==> src/rtl/v7_peak_detector.sv <==
// Peak detector after the trapezoidal shaper: finds pulses above threshold
// and emits one amplitude/time/width record per pulse over valid/ready.
module v7_peak_detector #(
  parameter int SIZE_FILTER_DATA = 16,
  parameter int THRESHOLD        = 100,
  parameter int DEAD_TIME        = 4,
  parameter int MAX_WIDTH        = 16,
  parameter int TS_WIDTH         = 32
) (
  input  logic                               clk,
  input  logic                               reset,
  input  logic signed [SIZE_FILTER_DATA-1:0] input_data,
  input  logic                               peak_ready,
  output logic                               peak_valid,
  output logic signed [SIZE_FILTER_DATA-1:0] peak_amplitude,
  output logic        [TS_WIDTH-1:0]         peak_time,
  output logic        [7:0]                  peak_width,
  output logic                               peak_pileup,
  output logic        [15:0]                 drop_count,
  output logic                               overflow
);

  localparam int W = SIZE_FILTER_DATA;
  localparam logic signed [W-1:0] THR = W'(THRESHOLD);
  localparam logic [7:0] MW = 8'(MAX_WIDTH);
  localparam int DW = (DEAD_TIME > 1) ? $clog2(DEAD_TIME) : 1;
  localparam logic [DW-1:0] DLAST =
    (DEAD_TIME > 0) ? DW'(DEAD_TIME - 1) : '0;

  typedef enum logic [2:0] {
    IDLE, ARMED, WAIT_LOW, REPORT, DEAD
  } state_e;

  state_e state_q, state_d;

  logic [TS_WIDTH-1:0] ts_cnt_q, ts_q;
  logic signed [W-1:0] s_q;
  logic signed [W-1:0] max_q, max_d;
  logic [TS_WIDTH-1:0] tmax_q, tmax_d;
  logic [7:0]          width_q, width_d, width_inc;
  logic                pile_q, pile_d;
  logic [DW-1:0]       dead_q, dead_d;
  logic                above;

  logic                load_d, drop_d, ld_q;
  logic signed [W-1:0] rec_amp_q;
  logic [TS_WIDTH-1:0] rec_t_q;
  logic [7:0]          rec_w_q;
  logic                rec_p_q;

  logic                vld_q;
  logic signed [W-1:0] amp_q;
  logic [TS_WIDTH-1:0] time_q;
  logic [7:0]          wid_q;
  logic                pil_q;
  logic [15:0]         drop_q;
  logic                ovf_q;

  assign above     = s_q > THR;
  assign width_inc = width_q + 8'd1;

  // Free-running timestamp and single input register stage
  always_ff @(posedge clk or negedge reset) begin
    if (!reset) begin
      ts_cnt_q <= '0;
      ts_q     <= '0;
      s_q      <= '0;
    end else begin
      ts_cnt_q <= ts_cnt_q + 1'b1;
      ts_q     <= ts_cnt_q;
      s_q      <= input_data;
    end
  end

  // FSM state and pulse accumulator registers
  always_ff @(posedge clk or negedge reset) begin
    if (!reset) begin
      state_q <= IDLE;
      max_q   <= '0;
      tmax_q  <= '0;
      width_q <= '0;
      pile_q  <= 1'b0;
      dead_q  <= '0;
    end else begin
      state_q <= state_d;
      max_q   <= max_d;
      tmax_q  <= tmax_d;
      width_q <= width_d;
      pile_q  <= pile_d;
      dead_q  <= dead_d;
    end
  end

  // Next state and accumulator update from the registered sample
  always_comb begin
    state_d = state_q;
    max_d   = max_q;
    tmax_d  = tmax_q;
    width_d = width_q;
    pile_d  = pile_q;
    dead_d  = dead_q;
    unique case (state_q)
      IDLE: begin
        if (above) begin
          max_d   = s_q;
          tmax_d  = ts_q;
          width_d = 8'd1;
          pile_d  = 1'b0;
          state_d = ARMED;
          if (MW == 8'd1) begin
            pile_d  = 1'b1;
            state_d = WAIT_LOW;
          end
        end
      end
      ARMED: begin
        if (above) begin
          width_d = width_inc;
          if (s_q > max_q) begin
            max_d  = s_q;
            tmax_d = ts_q;
          end
          if (width_inc == MW) begin
            pile_d  = 1'b1;
            state_d = WAIT_LOW;
          end
        end else begin
          state_d = REPORT;
        end
      end
      WAIT_LOW: begin
        if (!above) state_d = REPORT;
      end
      REPORT: begin
        dead_d  = '0;
        state_d = (DEAD_TIME == 0) ? IDLE : DEAD;
      end
      DEAD: begin
        if (dead_q == DLAST) state_d = IDLE;
        else dead_d = dead_q + 1'b1;
      end
      default: state_d = IDLE;
    endcase
  end

  // Report decision: load if slot is empty or being drained now
  always_comb begin
    load_d = 1'b0;
    drop_d = 1'b0;
    if (state_q == REPORT) begin
      if (!vld_q || peak_ready) load_d = 1'b1;
      else drop_d = 1'b1;
    end
  end

  // Staging register decouples the record from the next pulse
  always_ff @(posedge clk or negedge reset) begin
    if (!reset) begin
      ld_q      <= 1'b0;
      rec_amp_q <= '0;
      rec_t_q   <= '0;
      rec_w_q   <= '0;
      rec_p_q   <= 1'b0;
    end else begin
      ld_q <= load_d;
      if (load_d) begin
        rec_amp_q <= max_q;
        rec_t_q   <= tmax_q;
        rec_w_q   <= width_q;
        rec_p_q   <= pile_q;
      end
    end
  end

  // Output slot: held until accepted, reload wins over drain
  always_ff @(posedge clk or negedge reset) begin
    if (!reset) begin
      vld_q  <= 1'b0;
      amp_q  <= '0;
      time_q <= '0;
      wid_q  <= '0;
      pil_q  <= 1'b0;
    end else if (ld_q) begin
      vld_q  <= 1'b1;
      amp_q  <= rec_amp_q;
      time_q <= rec_t_q;
      wid_q  <= rec_w_q;
      pil_q  <= rec_p_q;
    end else if (vld_q && peak_ready) begin
      vld_q <= 1'b0;
    end
  end

  // Saturating drop counter with sticky overflow flag
  always_ff @(posedge clk or negedge reset) begin
    if (!reset) begin
      drop_q <= '0;
      ovf_q  <= 1'b0;
    end else if (drop_d) begin
      ovf_q <= 1'b1;
      if (drop_q != 16'hFFFF) drop_q <= drop_q + 16'd1;
    end
  end

  assign peak_valid     = vld_q;
  assign peak_amplitude = amp_q;
  assign peak_time      = time_q;
  assign peak_width     = wid_q;
  assign peak_pileup    = pil_q;
  assign drop_count     = drop_q;
  assign overflow       = ovf_q;

endmodule
==> config.mk <==
export PLATFORM = sky130hd
export DESIGN_NAME = v7_peak_detector
export DESIGN_NICKNAME = d
export VERILOG_FILES = /design/src/rtl/v7_peak_detector.sv
export SDC_FILE = /design/constraint.sdc
export NUM_CORES = 1
export LEC_CHECK = 0
export CORE_MARGIN = 2
export CORE_UTILIZATION = 57
export DETAILED_ROUTE_END_ITERATION = 7
export DONT_BUFFER_PORTS = 1
export HOLD_SLACK_MARGIN = 0.03
export PLACE_DENSITY = 0.75
export SYNTH_ARGS = -nofsm -noshare
export SYNTH_HDL_FRONTEND = slang
export SYNTH_SLANG_ARGS = --single-unit
==> constraint.sdc <==
create_clock -name clk -period 2.7 [get_ports clk]
set_input_delay 0.54 -clock clk [delete_from_list [all_inputs] [get_ports clk]]
set_output_delay 0.54 -clock clk [all_outputs]
set_load 0.03 [all_outputs]
After elaboration in Yosys (flattened, before gate mapping)
Index checks and enable logic that the tools add are counted.
W data, S select, Z words.
{"block": "word_totals", "register_bits": 275, "input_bits": 19, "out_inout_bits": 75, "wordCells": 84}
{"block": "classes", "add_sub_neg": 4, "n_lt_le_gt_ge": 2, "n_eq_ne": 15, "mux": 29, "reduce_logical": 13}
{"cell": "$mux W32", "count": 3}
{"cell": "$pmux W32 S2", "count": 1}
{"cell": "$mux W16", "count": 3}
{"cell": "$add A32 B1 Y32 const B", "count": 1}
{"cell": "$pmux W16 S2", "count": 1}
{"cell": "$add A16 B1 Y16 const B", "count": 1}
{"cell": "$gt A16 B16 Y1", "count": 1}
{"cell": "$gt A16 B8 Y1 const B", "count": 1}
{"cell": "$mux W8", "count": 2}
{"cell": "$ne A16 B16 Y1 const B", "count": 1}
{"cell": "$pmux W8 S2", "count": 1}
{"cell": "$mux W3", "count": 5}
{"cell": "$pmux W3 S5", "count": 1}
{"cell": "$ne A2 B2 Y1 const B", "count": 7}
{"cell": "$reduce_and A4 Y1", "count": 3}
{"cell": "$mux W1", "count": 9}
{"cell": "$add A8 B1 Y8 const B", "count": 1}
{"cell": "$eq A8 B5 Y1 const B", "count": 1}
{"cell": "$eq A3 B2 Y1 const B", "count": 2}
{"cell": "$reduce_bool A2 Y1", "count": 3}
{"cell": "$pmux W2 S2", "count": 1}
{"cell": "$reduce_and A2 Y1", "count": 2}
{"cell": "$eq A3 B1 Y1 const B", "count": 1}
{"cell": "$eq A3 B3 Y1 const B", "count": 1}
{"cell": "10 further kinds", "count": 10}

Longest topological paths before layout
Gate-level depths: netlist of the first run.
{"block": "depth", "ltp_word": 5, "mapped_depth": 10, "depth_no_buf": 8}

Least setup slack after synthesis of the first run
No wires, ideal clock.
{"block": "synth_path", "path_type": "register -> register", "startpoint": "register s_q[15]", "endpoint": "register max_q[10]", "setup_time_ps": 125, "t_arrival_ps": 2415, "t_required_ps": 2575, "path_slack_ps": 160, "stages_incl_launch_ff": 10, "path_buffers": 2, "period_less_slack_ps": 2540, "path_cell_list": "dfrtp_1 ha_1 nand4_1 or4_1 o22ai_1 nor2_1 a21oi_2 buf_6 buf_8 mux2_4"}
{"block": "synth_between", "elab_chain_len": 3, "word_cells_on_any_way": 6, "cone_classes": "order compare (2); eq/ne (3); reduce/logical (1)"}
{"item": "start: declaration", "line_no": "37", "source": "logic signed [W-1:0] s_q;"}
{"item": "start signal: assignment", "line_no": "71", "source": "s_q <= input_data;"}
{"item": "$gt A16 B16 Y1 or $gt A16 B8 Y1 (tied branches)", "line_no": "119, 59"}
{"item": "$ne A2 B2 Y1 (no line)"}
{"item": "$reduce_and A4 Y1 (no line) *"}
{"item": "end signal: assignment", "line_no": "86", "source": "max_q <= max_d;"}
{"item": "end: declaration", "line_no": "38", "source": "logic signed [W-1:0] max_q, max_d;"}
Mark *: on every way between the ends. The rest lies on a longest branch, timed or not.
A chain may end at the register's enable or synchronous reset.

Final worst setup path of the first run
{"block": "layout_path", "startpoint": "register max_q[1]", "endpoint": "register max_q[7]"}
{"block": "layout_between", "elab_chain_len": 3}
{"item": "$gt A16 B16 Y1", "line_no": "119", "source": "if (s_q > max_q) begin"}
{"item": "$ne A2 B2 Y1 (no line)"}
{"item": "$reduce_and A4 Y1 (no line)"}
Every way passes these cells.

==> summary.md, run 1 <==
| Metric | Value |
|---|---|
| R2R Path Start | `max_q[1]$_DFFE_PN0P_` |
| Die ar. | `19900 sq um` |
| Root Driver | `clkbuf_16` |
| Critical path class | `reg2reg` |
| Syn avg cell area | `about 15 sq um` |
| Gpl congestion | `slightly below 0.8` |
| FMAX | `372 MHz` |
| Worst R2R Path Depth | `9` |
| Maximum fanout along the worst path | `14` |
| Synth Cell Area | `10700 sq um` |
| Crit end category | `flop` |
| Vias in the first global route | `roughly 6.2k` |
| Worst-Skew Late Latency | `530 ps` |
| Worst Setup Slack, final | `~14 ps` |
| Placed cell count | `~950` |
| HPWL Detailed | `11500 um` |
| Nets | `809` |
| First element of the critical path | `max_q[1]$_DFFE_PN0P_` |
| Pwr dens | `972 nW/um^2` |
| Register area share after synthesis | `64.3%` |
| Die H | `141 um` |
| Cells along the critical path | `inv_2, ha_4, nor2b_1, o211ai_1, a21oi_1, or4_4, a21oi_4, bufbuf_16, mux2_4` |
| DRT iter0 DRCs | `272` |
| Critical-path top delay cell | `or4_4` |
| CTS tree | `yes` |
| Critical path launch point type | `flop` |
| Unrepaired setup endpoints after global routing | `true` |
| Post-Synthesis Cells | `730` |
| Via Count | `5784` |
| Headroom to the max-slew limit | `62.1%` |
| Clock transition at path regs | `60 ps` |
| Initial antenna violation count | `0` |
| Post-synthesis net count | `770` |
| Commonest non-fill, non-tap cells in the layout | `dfrtp_1 (274), mux2_2 (139), nand2_1 (38)` |
| Prevailing post-synth register cell | `dfrtp_1` |
| Setup Skew | `20.3 ps` |
| Final slew viol count | `0` |
| Final setup viols | `0` |
| Hold WC Path Type | `in2async` |
| Largest net degree at the start of global routing | `~280` |
| Ports | `94` |
| Status | `complete, but fails checks` |
| DRT antenna net count | `0` |
| Post-route cell area | `between 10000 and 15000 sq um` |
| Fillcell total | `between 1k and 1.5k` |
| Post-synth cell types | `52` |
| Final-report hold violation count | `275` |
| Drc violations | `0` |
| Setup slack, reg-to-reg | `10 ps` |
| FF+latch count, synth | `275` |
| Crit Reg-Reg Endpoint | `max_q[7]$_DFFE_PN0P_` |
| Crit path required time | `3100 ps` |
| Inserted Clock Buffers | `27` |
| Most common cell after layout, fill and taps aside | `dfrtp_1` |
| Worst stage delay on the critical path | `560 ps` |
| Placed cell area | `11000 sq um` |
| Lkg Pwr | `~5.9 nW` |
| Routed vias/inst | `5.68` |
| Drt pass-1 iters | `4` |
| Hold slack final | `-280 ps` |
| Critical Path Sink | `max_q[7]$_DFFE_PN0P_` |
| First-pass GRT wire length | `roughly 32000 um` |
| Asr flop ratio synth | `100%` |
| Arrival time at the worst endpoint | `a little over 3000 ps` |
| Row count | `50` |
| Starting Density | `57.6%` |
| Final wirelength | `19300 um` |
| ANT cells | `0` |
| Std-Cell Core Area | `18600 sq um` |
| Port buffer count | `0` |
| Violated checks | `negative hold slack` |
| Place WS | `-44.5 ps` |
| Post-route clock period utilization | `99.5%` |
| Chip Width | `141 um` |
| GR Overflow Total | `0` |
| TritonCTS sink count | `between 200 and 300` |
| Number of enable flip-flop cells after synthesis | `0` |
| Worst Max-Slew Pin Slew | `569 ps` |
| # H-tree levels | `1` |
| Max-cap viol count | `0` |
| Layout cell share with drive strength beyond 1 | `30.3%` |
| Syn-to-layout area delta | `14.0%` |
| Gr usage total | `19.6%` |
| Synth Warn # | `0` |
| Period minus WS final | `2690 ps` |
| Final cell count without fillers | `1019` |
| Drt wl/cell | `around 19 um` |
| VDD IR max | `0.000582 V` |
| CTS Buffer Depth | `3` |
[repair_timing]
action                                  4_1_cts  5_1_grt
endpoints found under the hold margin       282      284
hold buffers                                  7        9
gates resized for setup                       4       11
pin swaps                                     3        7
setup buffers                                 2        3
cloned                                        1        1
endpoints found under the setup margin       40       47
[final cells by class]
type | count | area [sq um] | share of cell area, %
sequential | 275 | 6880 | 56.4
multi-input combinational | 411 | 3710 | 30.4
clock buffer | 37 | 753 | 6.17
timing repair buffer | 33 | 388 | 3.18
tap | 234 | 293 | 2.40
clock inverter | 8 | 96.3 | 0.790
inverter | 21 | 78.8 | 0.646
[power breakdown]
| part | leakage (nW) | switching [mW] | internal [mW] |
|---|---|---|---|
| Clock | 0.417 | 1.48 | 2.13 |
| Combinational | 1.85 | 1.01 | 1.43 |
| Sequential | 3.61 | 1.03 | 4.77 |
[cell families after synthesis]
logic type	share of synthesized area, %
compound gates	2.84
xor+xnor	3.68
fa+ha+maj	2.45
buf+inv	1.95
flops	64.3
mux	18.0
simple gates	6.79
[registers in the layout, indices dropped and copies added, names as in the netlist, 2 cells and up]
register        count
ts_q               32
ts_cnt_q           32
width_q             8
s_q                16
peak_amplitude     16
dead_q              2
max_q              16
peak_width          8
rec_t_q            32
state_q             3
tmax_q             32
rec_amp_q          16
peak_time          32
rec_w_q             8
drop_count         16
[synthesized netlist by cell type, types with 3 or more instances]
cell / count / area [sq um]
inv_1: 21 / 78.8
nor3_1: 6 / 30.0
and4_1: 5 / 43.8
mux2_2: 145 / 1630
nor4_1: 3 / 18.8
nand3_1: 28 / 140
and3_1: 8 / 50.1
nor2_1: 17 / 63.8
clkbuf_1: 10 / 37.5
or4_1: 3 / 22.5
buf_1: 7 / 26.3
dfrtp_1: 275 / 6880
xnor2_1: 37 / 324
and2_1: 6 / 37.5
nand4_1: 10 / 62.6
o21ai_0: 4 / 20.0
mux2_4: 19 / 285
a22o_1: 6 / 52.6
ha_1: 21 / 263
a21o_1: 4 / 30.0
nand2b_1: 5 / 31.3
nand2_1: 38 / 143
o211ai_1: 3 / 22.5
xor2_1: 8 / 70.1
a21oi_1: 10 / 50.1
[worst min path at each step]
stage | from | slack (ps) | end | cells after the start
6_report | reset | -280 | drop_count[12]$_DFFE_PN0P_ | 0
2_1_floorplan | reset | 240 | dead_q[0]$_DFFE_PN0P_ | 0
5_1_grt | reset | -310 | peak_amplitude[15]$_DFFE_PN0P_ | 0
3_3_place_gp | reset | 250 | peak_amplitude[13]$_DFFE_PN0P_ | 0
3_5_place_dp | reset | 250 | peak_amplitude[13]$_DFFE_PN0P_ | 0
4_1_cts | reset | -300 | peak_amplitude[0]$_DFFE_PN0P_ | 0
[worst max-delay path, delay by kind of cell, from the launching register on]
kind,cells,cell delay (ps)
DFF,1,410
and+or+nand+nor,2,680
AOI/OAI and AO/OA,3,540
muxes,1,320
adders and majority gates,1,190
buffers and inverters,2,430
[per-stage QoR]
step | total power [mW] | util [%] | TNS [ps]
after floorplan | 7.46 | - | 0
after global placement | 7.86 | 59.2 | 0
after detailed placement | 7.99 | 59.2 | -461
after CTS | 11.8 | 64.6 | 0
after global routing | 12.4 | 65.7 | -235
final | 11.9 | 65.7 | 0
[routing by layer]
| metal | vias up | wire (um) | track usage [%] |
|---|---|---|---|
| li1 | 2624 | - | - |
| met1 | 2998 | 8240 | 25.7 |
| met2 | 129 | 9740 | 33.6 |
| met3 | 33 | 820 | 3.84 |
| met4 | 0 | 458 | 5.95 |
| met5 | - | 0 | 0 |
(Power assumes the default switching activity.)
==> inputs of run 2 (changes only) <==
- TNS_END_PERCENT: unset -> 50
==> summary.md, run 2 (synthesis results as in run 1) <==
| Metric | Value |
|---|---|
| Final-report hold violation count | `275 (unchanged)` |
| Violated checks | `negative hold slack` |
| Footprint of the multi-input gates | `3710 sq um (unchanged)` |
| Post-route clock period utilization | `99.5% (unchanged)` |
| Final slew viol count | `0 (unchanged)` |
| Std-Cell Core Area | `18600 sq um (unchanged)` |
| Root Driver | `clkbuf_16` |
| Port buffer count | `0 (unchanged)` |
| ANT cells | `0 (unchanged)` |
| Headroom to the max-slew limit | `62.1% (unchanged)` |
| Setup slack, reg-to-reg | `10 ps (about the same)` |
| Maximum fanout along the worst path | `14 (unchanged)` |
| Gpl congestion | `0.789 (unchanged)` |
| Final wirelength | `19300 um (unchanged)` |
| Ports | `94 (unchanged)` |
| Final setup viols | `0 (unchanged)` |
| Register Area | `6880 sq um (unchanged)` |
| CTS Buffer Depth | `3 (unchanged)` |
| Clock transition at path regs | `60 ps (about the same)` |
| Overall power | `11.9 mW (unchanged)` |
| DRT iter0 DRCs | `272 (unchanged)` |
| Worst Max-Slew Pin Slew | `569 ps (unchanged)` |
| Gr usage total | `19.6% (unchanged)` |
| DRT antenna net count | `0 (unchanged)` |
| Arrival time at the worst endpoint | `3090 ps (about the same)` |
| Worst-Skew Late Latency | `530 ps (about the same)` |
| Pwr dens | `972 nW/um^2 (unchanged)` |
| Drc violations | `0 (unchanged)` |
| Row count | `50 (unchanged)` |
| VDD IR max | `0.000582 V (unchanged)` |
| Chip Width | `141 um (unchanged)` |
| TritonCTS sink count | `275 (unchanged)` |
| Final Core Density | `65.7% (unchanged)` |
| Starting Density | `57.6% (unchanged)` |
| Initial antenna violation count | `0 (unchanged)` |
| Commonest non-fill, non-tap cells in the layout | `dfrtp_1 (274), mux2_2 (139), nand2_1 (38)` |
| Via Count | `5784 (unchanged)` |
| Drt wl/cell | `18.9 um (unchanged)` |
| Vias in the first global route | `6203 (unchanged)` |
| Setup Skew | `20.3 ps (unchanged)` |
| CTS tree | `yes` |
| Unrepaired setup endpoints after global routing | `true` |
| Most common cell after layout, fill and taps aside | `dfrtp_1` |
| FMAX | `372 MHz (unchanged)` |
| Fillcell total | `1269 (unchanged)` |
| Hold slack final | `-280 ps (unchanged)` |
| Inserted Clock Buffers | `27 (unchanged)` |
| Largest net degree at the start of global routing | `276 (unchanged)` |
| Crit Reg-Reg Endpoint | `max_q[7]$_DFFE_PN0P_` |
| Hold WC Path Type | `in2async` |
| Die ar. | `19900 sq um (unchanged)` |
| Layout cell share with drive strength beyond 1 | `30.3% (unchanged)` |
| R2R Path Start | `max_q[1]$_DFFE_PN0P_` |
| Drt pass-1 iters | `4 (unchanged)` |
| Syn-to-layout area delta | `14.0% (unchanged)` |
| First-pass GRT wire length | `31800 um (unchanged)` |
| Crit path required time | `3100 ps (about the same)` |
| Period minus WS final | `2690 ps (unchanged)` |
| Nets | `809 (unchanged)` |
| GR Overflow Total | `0 (unchanged)` |
| Critical path launch point type | `flop` |
| First element of the critical path | `max_q[1]$_DFFE_PN0P_` |
| Worst R2R Path Depth | `9 (unchanged)` |
| # H-tree levels | `1 (unchanged)` |
| Die H | `141 um (unchanged)` |
| HPWL Detailed | `11500 um (unchanged)` |
| Lkg Pwr | `5.88 nW (unchanged)` |
| Max-cap viol count | `0 (unchanged)` |
| Crit end category | `flop` |
| Status | `complete, but fails checks` |
| Critical path class | `reg2reg` |
| Routed vias/inst | `5.68 (unchanged)` |
-- run 2: cell counts in the layout (fill, tap and decap cells not counted) --
No cell type changed its count.
-- run 2: timing repair --
| item | CTS | global route |
|---|---|---|
| hold buffers | 7 | 9 |
| pin swaps | 3 | 7 |
| setup endpoints to repair | 40 | 47 |
| endpoints found under the hold margin | 282 | 284 |
| buffers inserted | 2 | 3 |
| gates resized for setup | 4 | 11 |
| gates cloned | 1 | 1 |
-- run 2: worst max path at each step --
| stage | endpoint | slack, ps | depth (start not counted) |
|---|---|---|---|
| after global placement | tmax_q[21]$_DFFE_PN0P_ | 80 | 9 |
| final | max_q[7]$_DFFE_PN0P_ | 10 | 9 |
| after detailed placement | tmax_q[21]$_DFFE_PN0P_ | -40 | 9 |
| after floorplan | max_q[10]$_DFFE_PN0P_ | 160 | 9 |
| after CTS | tmax_q[9]$_DFFE_PN0P_ | 10 | 10 |
| after global routing | max_q[7]$_DFFE_PN0P_ | -30 | 9 |
-- run 2: through the flow --
step,area (sq um),worst slack (ps),std cells,setup TNS [ps]
2_1_floorplan,10700,160,730,0
3_3_place_gp,11000,77.5,951,0
3_5_place_dp,11000,-44.5,951,-461
4_1_cts,12000,9.55,1006,0
5_1_grt,12200,-28.1,1019,-235
6_report,12200,13.6,1019,0
-- run 2: per-layer routing --
metal / vias up / part of all wire [%] / global-route usage, %
met5: - / 0 / 0
met4: 0 / 2.4 / 5.95
met3: 33 / 4.3 / 3.84
met2: 129 / 51 / 33.6
met1: 2998 / 43 / 25.7
li1: 2624 / - / -
-- run 2: area by class of cell --
class / count / share of cell area [%]
sequential: 275 / 56.4
multi-input combinational: 411 / 30.4
clock buffer: 37 / 6.17
timing repair buffer: 33 / 3.18
tap: 234 / 2.40
clock inverter: 8 / 0.790
inverter: 21 / 0.646
-- run 2: worst max-delay path: stages, from the launching register on --
cell	delay, ps
dfrtp_1	410
inv_2	80
ha_4	190
nor2b_1	120
o211ai_1	220
a21oi_1	110
or4_4	560
a21oi_4	210
bufbuf_16	350
mux2_4	320
-- run 2: power breakdown --
group          internal (mW)  switching [mW]  total, mW
combinational           1.43            1.01       2.44
clock                   2.13            1.48       3.61
sequential              4.77            1.03       5.80
total                   8.33            3.53       11.9
==> inputs of run 3 (changes only) <==
- CAP_MARGIN: unset -> 20
- TNS_END_PERCENT: 50 -> unset
==> results of run 3 <==
The final DEF is identical to that of run 1; final timing and power are the same.
